[config.mk]
export PLATFORM = sky130hd
export DESIGN_NAME = ecc_error_corrector
export DESIGN_NICKNAME = d
export VERILOG_FILES = /design/src/rtl/ecc_error_corrector.sv
export SDC_FILE = /design/constraint.sdc
export NUM_CORES = 1
export LEC_CHECK = 0
export CAP_MARGIN = 20
export CORE_MARGIN = 2
export CORE_UTILIZATION = 44
export CTS_BUF_LIST = sky130_fd_sc_hd__clkbuf_4 sky130_fd_sc_hd__clkbuf_8
export CTS_CLUSTER_SIZE = 28
export DETAILED_ROUTE_END_ITERATION = 8
export GPL_TIMING_DRIVEN = 1
export PLACE_DENSITY = 0.74
export SLEW_MARGIN = 20
export SYNTH_ARGS = -nofsm -noshare
export SYNTH_HDL_FRONTEND = slang
export SYNTH_SLANG_ARGS = --single-unit
[constraint.sdc]
create_clock -name clk_i -period 9.2 [get_ports clk_i]
set_input_delay 1.84 -clock clk_i [delete_from_list [all_inputs] [get_ports clk_i]]
set_output_delay 1.84 -clock clk_i [all_outputs]
set_load 0.05 [all_outputs]
[src/rtl/ecc_error_corrector.sv]
// ecc_error_corrector: two-stage valid/ready corrector for single-bit errors in three codeword widths.
// Error statistics counters are built only when ECC_ERR_STATS_EN is defined.
module ecc_error_corrector #(
  parameter int  DATA_WIDTH = 32,
  parameter int  CNT_WIDTH  = 16,
  localparam int SYN_WIDTH  = $clog2(DATA_WIDTH)
) (
  input  logic                  clk_i,
  input  logic                  rst_i,
  input  logic                  in_valid_i,
  output logic                  in_ready_o,
  input  logic [DATA_WIDTH-1:0] in_codeword_i,
  input  logic [SYN_WIDTH-1:0]  in_syndrome_i,
  input  logic [1:0]            in_nof_i,
  input  logic [1:0]            in_mode_i,
  output logic                  out_valid_o,
  input  logic                  out_ready_i,
  output logic [DATA_WIDTH-1:0] out_codeword_o,
  output logic [1:0]            out_status_o,
  input  logic                  cnt_clr_i,
  output logic [CNT_WIDTH-1:0]  cnt_corrected_o,
  output logic [CNT_WIDTH-1:0]  cnt_uncorrectable_o
);

  typedef enum logic [1:0] {
    ST_CLEAN  = 2'd0,
    ST_CORR   = 2'd1,
    ST_UNCORR = 2'd2
  } status_e;

  localparam logic [SYN_WIDTH:0]    W_FULL    = (SYN_WIDTH+1)'(DATA_WIDTH);
  localparam logic [SYN_WIDTH:0]    W_ONE     = (SYN_WIDTH+1)'(1);
  localparam logic [SYN_WIDTH-1:0]  SYN_ZERO  = {SYN_WIDTH{1'b0}};
  localparam logic [DATA_WIDTH-1:0] ZERO_W    = {DATA_WIDTH{1'b0}};
  localparam logic [DATA_WIDTH-1:0] LSB_ONE   = {{(DATA_WIDTH-1){1'b0}}, 1'b1};
  localparam logic [DATA_WIDTH-1:0] KEEP_FULL = {DATA_WIDTH{1'b1}};
  localparam logic [DATA_WIDTH-1:0] KEEP_HALF = {{(DATA_WIDTH/2){1'b0}}, {(DATA_WIDTH/2){1'b1}}};
  localparam logic [DATA_WIDTH-1:0] KEEP_QTR  = {{(DATA_WIDTH-DATA_WIDTH/4){1'b0}}, {(DATA_WIDTH/4){1'b1}}};

  // Syndrome 0 points at the overall parity bit, the top bit of the active width.
  function automatic logic [DATA_WIDTH-1:0] flip_mask(input logic [SYN_WIDTH:0]   width,
                                                      input logic [SYN_WIDTH-1:0] syn);
    logic [SYN_WIDTH:0] idx;
    if (syn == SYN_ZERO) begin
      idx = width - W_ONE;
    end else begin
      idx = {1'b0, syn} - W_ONE;
    end
    return LSB_ONE << idx;
  endfunction

  logic [SYN_WIDTH:0]    dec_width_s;
  logic [DATA_WIDTH-1:0] dec_keep_s;
  logic                  dec_mode_ok_s;
  logic [DATA_WIDTH-1:0] dec_code_s;
  logic [DATA_WIDTH-1:0] dec_mask_s;
  status_e               dec_status_s;

  logic                  s1_valid_q, s1_valid_d;
  logic [DATA_WIDTH-1:0] s1_code_q, s1_code_d;
  logic [DATA_WIDTH-1:0] s1_mask_q, s1_mask_d;
  status_e               s1_status_q, s1_status_d;

  logic                  out_valid_q, out_valid_d;
  logic [DATA_WIDTH-1:0] out_code_q, out_code_d;
  status_e               out_status_q, out_status_d;

  logic                  s1_adv_s;
  logic                  s2_adv_s;

  // Decode: active width, masking of unused upper bits and the one-hot flip mask.
  always_comb begin
    dec_width_s   = W_FULL;
    dec_keep_s    = KEEP_FULL;
    dec_mode_ok_s = 1'b1;
    case (in_mode_i)
      2'd0: begin
        dec_width_s = W_FULL >> 2'd2;
        dec_keep_s  = KEEP_QTR;
      end
      2'd1: begin
        dec_width_s = W_FULL >> 2'd1;
        dec_keep_s  = KEEP_HALF;
      end
      2'd2: begin
        dec_width_s = W_FULL;
        dec_keep_s  = KEEP_FULL;
      end
      default: begin
        dec_width_s   = W_FULL;
        dec_keep_s    = KEEP_FULL;
        dec_mode_ok_s = 1'b0;
      end
    endcase

    dec_code_s   = in_codeword_i & dec_keep_s;
    dec_mask_s   = ZERO_W;
    dec_status_s = ST_UNCORR;
    if (!dec_mode_ok_s || in_nof_i[1]) begin
      dec_mask_s   = ZERO_W;
      dec_status_s = ST_UNCORR;
    end else if (in_nof_i == 2'd0) begin
      dec_mask_s   = ZERO_W;
      dec_status_s = ST_CLEAN;
    end else if ({1'b0, in_syndrome_i} >= dec_width_s) begin
      dec_mask_s   = ZERO_W;
      dec_status_s = ST_UNCORR;
    end else begin
      dec_mask_s   = flip_mask(dec_width_s, in_syndrome_i);
      dec_status_s = ST_CORR;
    end
  end

  assign s2_adv_s   = !out_valid_q || out_ready_i;
  assign s1_adv_s   = !s1_valid_q || s2_adv_s;
  assign in_ready_o = s1_adv_s;

  // Pipeline next state: each stage loads only when its downstream slot frees up.
  always_comb begin
    s1_valid_d   = s1_valid_q;
    s1_code_d    = s1_code_q;
    s1_mask_d    = s1_mask_q;
    s1_status_d  = s1_status_q;
    out_valid_d  = out_valid_q;
    out_code_d   = out_code_q;
    out_status_d = out_status_q;

    if (s1_adv_s) begin
      s1_valid_d = in_valid_i;
      if (in_valid_i) begin
        s1_code_d   = dec_code_s;
        s1_mask_d   = dec_mask_s;
        s1_status_d = dec_status_s;
      end else begin
        s1_code_d   = s1_code_q;
        s1_mask_d   = s1_mask_q;
        s1_status_d = s1_status_q;
      end
    end else begin
      s1_valid_d = s1_valid_q;
    end

    if (s2_adv_s) begin
      out_valid_d = s1_valid_q;
      if (s1_valid_q) begin
        out_code_d   = s1_code_q ^ s1_mask_q;
        out_status_d = s1_status_q;
      end else begin
        out_code_d   = out_code_q;
        out_status_d = out_status_q;
      end
    end else begin
      out_valid_d = out_valid_q;
    end
  end

  // Pipeline registers; reset drops any in-flight words.
  always_ff @(posedge clk_i) begin
    if (rst_i) begin
      s1_valid_q   <= 1'b0;
      s1_code_q    <= ZERO_W;
      s1_mask_q    <= ZERO_W;
      s1_status_q  <= ST_CLEAN;
      out_valid_q  <= 1'b0;
      out_code_q   <= ZERO_W;
      out_status_q <= ST_CLEAN;
    end else begin
      s1_valid_q   <= s1_valid_d;
      s1_code_q    <= s1_code_d;
      s1_mask_q    <= s1_mask_d;
      s1_status_q  <= s1_status_d;
      out_valid_q  <= out_valid_d;
      out_code_q   <= out_code_d;
      out_status_q <= out_status_d;
    end
  end

  assign out_valid_o    = out_valid_q;
  assign out_codeword_o = out_code_q;
  assign out_status_o   = out_status_q;

`ifdef ECC_ERR_STATS_EN
  logic [CNT_WIDTH-1:0] cnt_corr_q, cnt_corr_d;
  logic [CNT_WIDTH-1:0] cnt_unc_q, cnt_unc_d;
  logic                 out_xfer_s;

  assign out_xfer_s = out_valid_q && out_ready_i;

  // Saturating statistics; clear takes priority over a same-cycle delivery.
  always_comb begin
    cnt_corr_d = cnt_corr_q;
    cnt_unc_d  = cnt_unc_q;
    if (cnt_clr_i) begin
      cnt_corr_d = {CNT_WIDTH{1'b0}};
      cnt_unc_d  = {CNT_WIDTH{1'b0}};
    end else if (out_xfer_s && (out_status_q == ST_CORR) && !(&cnt_corr_q)) begin
      cnt_corr_d = cnt_corr_q + CNT_WIDTH'(1);
    end else if (out_xfer_s && (out_status_q == ST_UNCORR) && !(&cnt_unc_q)) begin
      cnt_unc_d = cnt_unc_q + CNT_WIDTH'(1);
    end else begin
      cnt_corr_d = cnt_corr_q;
      cnt_unc_d  = cnt_unc_q;
    end
  end

  // Statistics counter registers.
  always_ff @(posedge clk_i) begin
    if (rst_i) begin
      cnt_corr_q <= {CNT_WIDTH{1'b0}};
      cnt_unc_q  <= {CNT_WIDTH{1'b0}};
    end else begin
      cnt_corr_q <= cnt_corr_d;
      cnt_unc_q  <= cnt_unc_d;
    end
  end

  assign cnt_corrected_o     = cnt_corr_q;
  assign cnt_uncorrectable_o = cnt_unc_q;
`else
  logic unused_cnt_clr_s;
  assign unused_cnt_clr_s    = cnt_clr_i;
  assign cnt_corrected_o     = {CNT_WIDTH{1'b0}};
  assign cnt_uncorrectable_o = {CNT_WIDTH{1'b0}};
`endif

endmodule
Word-level counts from Yosys, hierarchy flattened

Cells that the tools add are included.

Memory bits (read-only): 0
Bits in latches: 0
Memories kept: 0
Output and inout port bits: 68
RAM bits: 0
Input bits: 46
Flip-flop bits (word level): 102
Logic and storage cells: 40

Equal/unequal tests: 2
Magnitude comparators: 1
Shifts and indexed selects: 1
$mul: 0
Bitwise operators: 2
Div/mod/pow operators: 0
Multiplexer cells: 13
Reductions and logical operators: 12
Add/subtract/negate cells: 2

Operators by type and width:

| cell                                              | number |
|---|---|
| two-way mux 32 bit                                | 3 |
| case mux 32 bit (2 select lines)                  | 1 |
| bitwise AND 32 bit                                | 1 |
| left shift 1 x 6 -> 32 bit (first input constant) | 1 |
| XOR 32 bit                                        | 1 |
| two-way mux 6 bit                                 | 4 |
| case mux 6 bit (2 select lines)                   | 1 |
| >= comparator 5 x 6 -> 1 bit                      | 1 |
| two-way mux 2 bit                                 | 3 |
| subtractor 5 x 1 -> 6 bit (second input constant) | 1 |
| subtractor 6 x 1 -> 6 bit (second input constant) | 1 |
| zero test 5 bit                                   | 1 |
| zero test 2 bit                                   | 2 |
| AND reduction 2 bit                               | 2 |
| zero test 1 bit                                   | 3 |
| logical OR 1 bit                                  | 3 |
| OR reduction 3 bit                                | 1 |
| == test 2 x 1 -> 1 bit (second input constant)    | 1 |
| == test 2 bit (second input constant)             | 1 |
| two-way mux 1 bit                                 | 1 |

Depth between registers and ports, before layout

Word-level depth: 11
Depth in mapped cells: 9
Depth with buffers taken out: 7

Least setup slack after synthesis

No wires, ideal clock.

Path type: input to register
Start: input in_mode_i[1]
End: register s1_mask_q[23]
Arrival time: 4.190 ns
Setup slack: 4.892 ns
Buffers on the path: 2
Stages: 9
Data required time: 9.083 ns
Cell sequence: clkbuf_1 or2_2 clkbuf_1 inv_1 ha_1 or4b_1 a311oi_4 nor3_2 a32o_1

Cells in the longest elaborated chain, start to end: 11
Elaborated cells between the ends (all ways): 18

Ends and longest elaborated chain:

| item                                                      | line | RTL |
|---|---|---|
| start, declared                                           | 15   | `input logic [1:0] in_mode_i,` |
| == test 2 x 1 -> 1 bit or zero test 2 bit (tied branches) | 76   | `case (in_mode_i)` |
| case mux 6 bit (2 select lines)                           | 76   |  |
| subtractor 6 x 1 -> 6 bit                                 | 45   | `idx = width - W_ONE;` |
| two-way mux 6 bit                                         | 44   | `if (syn == SYN_ZERO) begin` |
| two-way mux 6 bit                                         | 105  | `end else if ({1'b0, in_syndrome_i} >= dec_width_s) begin` |
| two-way mux 6 bit                                         | 102  | `end else if (in_nof_i == 2'd0) begin` |
| two-way mux 6 bit                                         | 99   | `if (!dec_mode_ok_s \|\| in_nof_i[1]) begin` |
| left shift 1 x 6 -> 32 bit                                | 49   | `return LSB_ONE << idx;` |
| two-way mux 32 bit                                        | 105  |  |
| two-way mux 32 bit                                        | 102  |  |
| two-way mux 32 bit *                                      | 99   |  |
| end signal, assigned                                      | 170  | `s1_mask_q <= s1_mask_d;` |
| end, declared                                             | 61   | `logic [DATA_WIDTH-1:0] s1_mask_q, s1_mask_d;` |

Every way passes the cells marked *; elsewhere a longest branch is shown, timed or not. The select of a mux whose other input is x is not followed.
A chain may end at the register's enable or synchronous reset.

Worst setup path in the final report

Start: input out_ready_i
End: output in_ready_o

Cells in the longest elaborated chain, start to end: 2

Ends and longest elaborated chain:

| item             | line | RTL |
|---|---|---|
| start, declared  | 17   | `input logic out_ready_i,` |
| logical OR 1 bit | 114  | `assign s2_adv_s = !out_valid_q \|\| out_ready_i;` |
| logical OR 1 bit | 115  | `assign s1_adv_s = !s1_valid_q \|\| s2_adv_s;` |
| end, declared    | 11   | `output logic in_ready_o,` |

No other way between the ends.

==> flow_summary.toml <==
[hold_path]
hold_path_end = "s1_status_q[0]"
min_path_type = "flop to flop"
min_from = "s1_status_q[0]"
worstHoldPathCells = 2

[grt]
grt_pass1_vias = 3124
grt_overflow_total = 0
antenna_found_initial = 0
grt_max_degree = 76
grt_usage_pct = 18.6
grt_pass1_wl_um = 15000

[critical_path]
required_ns = 7.36
critPathKind = "input port to output pin"
endpoint_kind = "output pin"
cp_top_family = "buffers and inverters"
reg2reg_slack_ns = 6.94
reg2reg_to = "s1_mask_q[24]"
critPathLaunchType = "input port"
path_cells = "clkdlybuf4s50_1, nand3b_1, clkdlybuf4s50_1"
path_buf_inv = 2
cp_slowest_cell = "clkdlybuf4s50_1"
regToRegStartpoint = "s1_valid_q"
slowest_delay_ns = 0.87
crit_arrival_ns = 3.44
path_max_fanout = 5
r2r_cells = 5
critical_path.most_common_cell = "clkdlybuf4s50_1"

[detailed_routing]
wire_per_inst_um = 14.4
drt_iter0_markers = 176
antenna_left = 0
viasPerCell = 5.09
drt-pass1-iter-count = 4
dr_total_vias = 3388
drc = 0
drt_wl_total_um = 9580

[yosys]
ys_seq_elements = 102
ys_warn_count = 0
netlist.area_leader.share_pct = 48.4
netlist_area_sq_um = 4220
synthCells = 471
synth_area_leader_cell = "dfxtp_1"
synth.yosys.seq_area_share_pct = 48.4
synth_cell_types = 35
syn_area_per_cell_sq_um = 8.96
synth_area_leaders = "dfxtp_1 48%, xnor2_1 6.6%, a211oi_1 5.7%"

[job]
drv_cap = 0

[power_and_ir_drop]
power.leakage_nw = 1.81
power.density_nw_per_um2 = 177
vdd_drop_max_v = 0.000108

[sta]
finClkSkew_ns = 0.00782
finalCritPeriodShare_pct = 57.4
rsz0062_at_grt = "false"
hold_violations = 0
fin_crit_ns = 5.28
worst_pin_slew_ns = 0.791
final-setup-viol-count = 0
fin_setup_tns_ns = 0
relSlewSlack_pct = 47.3
max_freq_mhz = 189
drv_slew = 0

[clock_tree]
root_buffer = "clkbuf_8"
clkLatencyLatePin_ns = 0.36
cts_buffers = 9
cts_tree = "done"
post_cts_resized = 0
clkTransAtPathRegs_ns = 0.09
post_cts_buffers = 0
htreeDepth = 3
postCtsHoldBufs = 0
cts.sinks = 102
clk_path_buf_depth = 2

[run_status]
status = "finished clean"

[final_layout]
final_area_sq_um = 5180
drive_above_1_share_pct = 5.21
diodes = 0
fillers = 872
final_nets = 580
syn_to_final_growth_pct = 22.8

[floorplanning]
rows = 35
dieArea_sq_um = 10400
dieHeight_um = 102
core_sq_um = 9280
die_width_um = 102
initial_utilization_pct = 45.5
ioPinCount = 114

[place]
io_buffers = 80
place_congestion = 0.873
place_area_sq_um = 4980
dpl.hpwl_um = 6410
==> worst max-delay path by stage <==
stage / start / end / slack [ns] / depth (start not counted)
finish: out_ready_i / in_ready_o / 3.92 / 3
global route: out_ready_i / in_ready_o / 3.85 / 3
CTS: out_ready_i / in_ready_o / 3.96 / 3
detailed placement: out_ready_i / in_ready_o / 3.97 / 3
global placement: out_ready_i / in_ready_o / 3.99 / 3
floorplan: in_mode_i[1] / s1_mask_q[23] / 4.89 / 9
==> worst reg2reg max path, stage by stage, from the launching register on <==
cell	delay, ns
dfxtp_1	0.35
nand3b_1	0.26
nand2_1	0.32
buf_4	0.38
nor3_2	0.63
a32o_1	0.28
==> cell usage after synthesis, drive strengths merged <==
cell type,instances
dfxtp,102
nor4b,1
nand2b,2
ha,2
nor2b,6
a311oi,1
o21ai,5
nand2,52
nor3b,1
xnor2,32
or3,1
or2,1
inv,5
clkbuf,29
nand3,30
nand3b,1
a22o,16
nand4,1
nor2,43
conb,1
nor3,4
a32o,11
nor4,5
and3,2
a31oi,1
a21oi,37
mux2i,3
buf,37
and2,4
or4b,1
o31ai,1
a2bb2oi,1
a211oi,32
==> power breakdown <==
| part | total, W | internal, W | switching, W |
|---|---|---|---|
| combinational | 0.000168 | 0.0000544 | 0.000114 |
| clock | 0.000282 | 0.000133 | 0.000149 |
| sequential | 0.000468 | 0.000459 | 0.00000991 |
| total | 0.000918 | 0.000645 | 0.000273 |
==> metal layers <==
layer  global-route usage (%)  vias to the layer above  wire length [um]  part of all wire, %
met1                     25.1                     1573              4550                   48
li1                         -                     1693                 -                    -
met4                     6.97                        0               199                  2.1
met3                     3.76                       16               497                  5.2
met5                        0                        -                 0                    0
met2                     29.5                      106              4330                   45
==> placed cells by master (no fill, tap or decap), types with 11 or more instances in the layout <==
master           count
dfxtp_1            102
conb_1              32
clkdlybuf4s50_1     79
xnor2_1             32
a32o_1              11
nand2_1             52
nand3_1             30
a22o_1              16
a211oi_1            32
nor2_1              43
a21oi_1             35
==> cell type report <==
class	instances	area, sq um	share of cell area [%]
well taps	129	161	3.11
clock buffers	11	139	2.68
flip-flops and latches	102	2040	39.4
repair buffers	85	833	16.1
inverters	5	18.8	0.362
multi-input cells	329	1930	37.2
clock inverters	5	58.8	1.13
==> registers in the layout, summed over array words and instances (netlist names) <==
| signal | flops |
|---|---|
| s1_mask_q | 32 |
| s1_status_q | 2 |
| out_codeword_o | 32 |
| s1_valid_q | 1 |
| s1_code_q | 32 |
| out_status_o | 2 |
| out_valid_o | 1 |
==> cell families after synthesis <==
| kind of cell | synth area share [%] |
|---|---|
| simple gates | 16.7 |
| compound gates | 17.8 |
| flops | 48.4 |
| buf+inv | 9.16 |
| xor+xnor | 6.64 |
| mux | 0.712 |
| fa+ha+maj | 0.593 |
| other cells | 0.0889 |
==> metrics by stage <==
step                      hold slack [ns]  setup slack [ns]  util [%]  cells  total power (W)
after floorplan                     0.436              4.89         -    502         0.000604
after global placement              0.448              3.99      53.6    650         0.000645
after detailed placement            0.455              3.97      53.6    650         0.000647
after CTS                           0.469              3.96      55.8    666         0.000925
after global routing                0.490              3.85      55.8    666         0.000958
final                               0.467              3.92      55.8    666         0.000918
(Power assumes the default switching activity.)
